$ cat src/rtl/rf_write_arbiter.sv
// Register-file write port shared by two requesters, with round-robin arbitration.
// After reset, an optional sweep writes zero to x1..x31 before any requester is served.
module rf_write_arbiter #(
    parameter bit INIT_CLEAR = 1'b1,
    parameter int DATA_W     = 32
) (
    input  logic              clock,
    input  logic              reset_n,
    input  logic              wr0_valid,
    input  logic [4:0]        wr0_addr,
    input  logic [DATA_W-1:0] wr0_data,
    output logic              wr0_ready,
    input  logic              wr1_valid,
    input  logic [4:0]        wr1_addr,
    input  logic [DATA_W-1:0] wr1_data,
    output logic              wr1_ready,
    output logic              rf_RegWrite,
    output logic [4:0]        rf_WriteReg,
    output logic [DATA_W-1:0] rf_WriteData,
    output logic              init_done
);

    typedef enum logic {ST_INIT, ST_RUN} state_t;

    localparam state_t RESET_STATE = INIT_CLEAR ? ST_INIT : ST_RUN;

    state_t            state_reg, state_next;
    logic [4:0]        sweep_cnt_reg, sweep_cnt_next;
    logic              last_reg, last_next;
    logic              init_done_reg, init_done_next;
    logic              we_reg, we_next;
    logic [4:0]        addr_reg, addr_next;
    logic [DATA_W-1:0] data_reg, data_next;

    logic [1:0]        req_valid;
    logic [4:0]        req_addr [2];
    logic [DATA_W-1:0] req_data [2];
    logic [1:0]        grant;
    logic              serving;
    logic              sel;

    assign req_valid   = {wr1_valid, wr0_valid};
    assign req_addr[0] = wr0_addr;
    assign req_addr[1] = wr1_addr;
    assign req_data[0] = wr0_data;
    assign req_data[1] = wr1_data;

    // init_done_reg also keeps readies low during and just after reset when no sweep runs
    assign serving = init_done_reg && (state_reg == ST_RUN);

    // A requester wins if alone, or on contention if it was not the last winner
    generate
        for (genvar gi = 0; gi < 2; gi++) begin : g_grant
            assign grant[gi] = serving && req_valid[gi] &&
                               (!req_valid[1-gi] || (last_reg != 1'(gi)));
        end
    endgenerate

    assign sel       = grant[1];
    assign wr0_ready = grant[0];
    assign wr1_ready = grant[1];

    always_ff @(posedge clock or negedge reset_n) begin
        if (!reset_n) begin
            state_reg     <= RESET_STATE;
            sweep_cnt_reg <= 5'd1;
            last_reg      <= 1'b1;
            init_done_reg <= 1'b0;
            we_reg        <= 1'b0;
            addr_reg      <= '0;
            data_reg      <= '0;
        end else begin
            state_reg     <= state_next;
            sweep_cnt_reg <= sweep_cnt_next;
            last_reg      <= last_next;
            init_done_reg <= init_done_next;
            we_reg        <= we_next;
            addr_reg      <= addr_next;
            data_reg      <= data_next;
        end
    end

    always_comb begin
        state_next     = state_reg;
        sweep_cnt_next = sweep_cnt_reg;
        last_next      = last_reg;
        init_done_next = init_done_reg;
        we_next        = 1'b0;
        addr_next      = addr_reg;
        data_next      = data_reg;
        if (state_reg == ST_INIT) begin
            we_next   = 1'b1;
            addr_next = sweep_cnt_reg;
            data_next = '0;
            // Counter parks at 31 rather than wrapping to x0
            if (sweep_cnt_reg == 5'd31) begin
                state_next     = ST_RUN;
                init_done_next = 1'b1;
            end else begin
                sweep_cnt_next = sweep_cnt_reg + 5'd1;
            end
        end else begin
            init_done_next = 1'b1;
            if (|grant) begin
                we_next   = |req_addr[sel];
                addr_next = req_addr[sel];
                data_next = req_data[sel];
                last_next = sel;
            end
        end
    end

    assign rf_RegWrite  = we_reg;
    assign rf_WriteReg  = addr_reg;
    assign rf_WriteData = data_reg;
    assign init_done    = init_done_reg;

endmodule

$ cat config.mk
export PLATFORM = sky130hd
export DESIGN_NAME = rf_write_arbiter
export DESIGN_NICKNAME = d
export VERILOG_FILES = /design/src/rtl/rf_write_arbiter.sv
export SDC_FILE = /design/constraint.sdc
export NUM_CORES = 1
export LEC_CHECK = 0
export ABC_AREA = 1
export CAP_MARGIN = 20
export CORE_ASPECT_RATIO = 0.6
export CORE_MARGIN = 2
export CORE_UTILIZATION = 40
export CTS_BUF_LIST = sky130_fd_sc_hd__clkbuf_2
export CTS_CLUSTER_SIZE = 24
export DETAILED_ROUTE_END_ITERATION = 10
export GPL_TIMING_DRIVEN = 1
export PLACE_DENSITY = 0.89
export SLEW_MARGIN = 5
export SYNTH_ARGS = -nofsm -noshare
export SYNTH_HDL_FRONTEND = slang
export SYNTH_SLANG_ARGS = --single-unit
$ cat constraint.sdc
create_clock -name clock -period 1.95 [get_ports clock]
set_clock_uncertainty 0.1 [all_clocks]
set_input_delay 0.39 -clock clock [delete_from_list [all_inputs] [get_ports clock]]
set_output_delay 0.39 -clock clock [all_outputs]
set_load 0.005 [all_outputs]
==> results.cfg <==
[placement]
gp_congestion = 0.8072
io_buffers = 118
pre_cts_slack_ps = -414.4
place_inst = 443
dp_hpwl_um = 4824

[timing]
slew_viol_final = 0
rsz0062_at_grt = false
finalCriticalPeriod_ps = 1838
fin_tns_setup_ps = 0
worstMarginPinSlew_ps = 515.0
fmax_mhz = 544.0
hold_viol = 0
setup_viol = 0
timing.final.ws_setup_ps = 111.9
finalCritPeriodShare_pct = 94.26
timing.slew.headroom_pct = 65.67
timing.hold.ws_ps = 389.7

[pwr]
p_total_uw = 2073
ir_worst_vdd_uv = 287.4
powerDensity_mw_per_mm2 = 590.8
power.leakage_uw = 0.001516

[setup_path]
r2r_end = init_done
reg2regPathDepth = 6
r2r_slack_ps = 110
crit_fanout = 4
cp.arrival_ps = 2020
r2r_start = sweep_cnt_reg[1]
worstSetupPathType = reg -> reg
cp_data_required_time_ps = 2130
cp-end-kind = flop
cp-start-kind = flop

[grt]
grt_pass1_wl_um = 10720
grt_pass1_vias = 2346
gr-total-overflow = 0
antenna_found_initial = 0
grt_max_degree = 39
grt_use_total_pct = 22.81

[cts]
clk_latency_ps = 380
cts_buffers = 5
clkTransAtPathRegs_ps = 220
max-clock-path-buffers = 2
cts_num_sinks = 46
cts-root-buf = clkbuf_2
htreeDepth = 2
cts_tree = built

[routing]
drc = 0
drt_iter0_drc = 127
wire_per_inst_um = 14.57
postRouteAntennaNets = 0
finalWirelength_um = 6660
drt_pre_antenna_iters = 5
via_per_inst = 5.066
via_count = 2315

[floorplan]
die_w_um = 99.08
core_area_mm2 = 0.005155
ioPinCount = 119
rows = 20
dieHeight_um = 61.05
initial_utilization_pct = 42.09
die-area_mm2 = 0.006048

[yosys]
syn_nets = 343
synth_area_mm2 = 0.002170
synth-seq-area-share_pct = 53.17
synth-seq-cells = 46
syn_avg_cell_area_um2 = 8.249
synthTopCellsByArea = dfrtp_1 51%, nand2_1 12%, o21ai_0 7.6%, o21ai_1 7.4%, nor2_1 7.1%
synth_largest_area_cell = dfrtp_1
synth_cell_types = 25
yosys_warnings = 0
synthCells = 263
synth_top_area_share_pct = 50.75

[cells_and_area]
instances_no_fill = 457
diodes = 0
regArea_mm2 = 0.001154
layout.filler_cells = 425
nets = 470
largest_reg_flops = 32
syn2layout_area_growth_pct = 61.71
multi_input_area_um2 = 897.1
drive_above_1_share_pct = 8.951

[run_status]
status = finished clean

[worst_hold_path]
hp-class = in -> async

[flow_run]
cap_viol_max_count = 0
worst max-delay path by stage:
stage	start	end	slack (ps)	depth (start not counted)
global route	state_reg	rf_WriteReg[1]	7	11
CTS	state_reg	wr0_ready	3	6
floorplan	sweep_cnt_reg[1]	init_done	180	6
detailed placement	wr1_valid	rf_WriteReg[1]	-410	9
finish	sweep_cnt_reg[1]	init_done	110	6
global placement	wr1_valid	rf_WriteReg[1]	-320	9
stage by stage:
step	util (%)	area [um^2]
CTS	68.08	3510
global placement	66.38	3422
finish	68.06	3508
floorplan	-	2170
detailed placement	66.38	3422
global route	68.06	3508
cell families (layout without fill, tap and decap cells):
family	Yosys count	count (layout)	synth area share, %
AND/OR/NAND/NOR	117	118	21.63
buffers and inverters	25	152	6.228
XOR/XNOR	3	3	1.211
AO/OA/AOI/OAI	70	70	16.61
flip-flops	46	46	53.17
adder cells (fa/ha/maj)	2	2	1.153
metal layers:
layer	vias to the layer above	share of wire, %	global-route usage (%)
met4	0	0.65	5.284
met1	1094	41	27.38
met5	-	0	0
li1	1104	-	-
met2	113	47	40.73
met3	4	12	8.173
cell type report:
cell class	instances	area share (%)
Tap cell	66	2.354
Inverter	11	1.177
Clock buffer	6	0.8559
Sequential cell	46	32.88
Timing Repair Buffer	133	36.91
Multi-Input combinational cell	193	25.57
Clock inverter	2	0.2496
cell usage after synthesis, drive strengths merged:
cell type   n
ha          2
a21oi       1
o21ai      65
clkbuf      5
o211ai      1
nand3       2
buf         9
a22oi       3
dfrtp      44
nand4       1
xor2        2
dfstp       2
nor2       43
inv        11
and3        1
xnor2       1
nand2      69
or2         1
worst max-delay path, cell delays in order, from the launching register on:
cell and delay, ps:
dfrtp_1 470, ha_1 220, and3_1 190, ha_1 170
nor2_1 220, inv_1 90, or2_2 280
cells in the final DEF (no fill, tap or decap):
master / n
a21oi_1: 1
a22oi_1: 3
and3_1: 1
buf_12: 1
buf_2: 1
buf_4: 13
clkbuf_2: 8
clkdlybuf4s50_1: 113
clkinv_1: 1
clkinv_2: 1
dfrtp_1: 44
dfstp_2: 2
dlygate4sd2_1: 1
dlygate4sd3_1: 1
dlymetal6s2s_1: 1
ha_1: 2
inv_1: 11
nand2_1: 65
nand2_2: 4
nand3_1: 1
nand3_2: 1
nand4_1: 1
nor2_1: 41
nor2_2: 1
nor2_4: 2
o211ai_1: 1
o21ai_0: 33
o21ai_1: 32
or2_2: 1
xnor2_1: 1
xor2_1: 2
where the power goes:
| part | switching, uW | total (uW) | leakage [uW] | internal, uW |
|---|---|---|---|---|
| Clock | 278 | 367 | 0.0000304 | 88.6 |
| Combinational | 237 | 605 | 0.000967 | 367 |
| Sequential | 52.3 | 1100 | 0.000519 | 1050 |
repair_timing:
action | CTS | global route
hold buffers | 1 | 0
gates resized for setup | 6 | 5
buffers inserted | 4 | 0
pin swaps | 1 | 1
endpoints found under the setup margin | 3 | 20
gates cloned | 1 | 0
endpoints found under the hold margin | 20 | 0
Power figures use the tool's default switching activity.
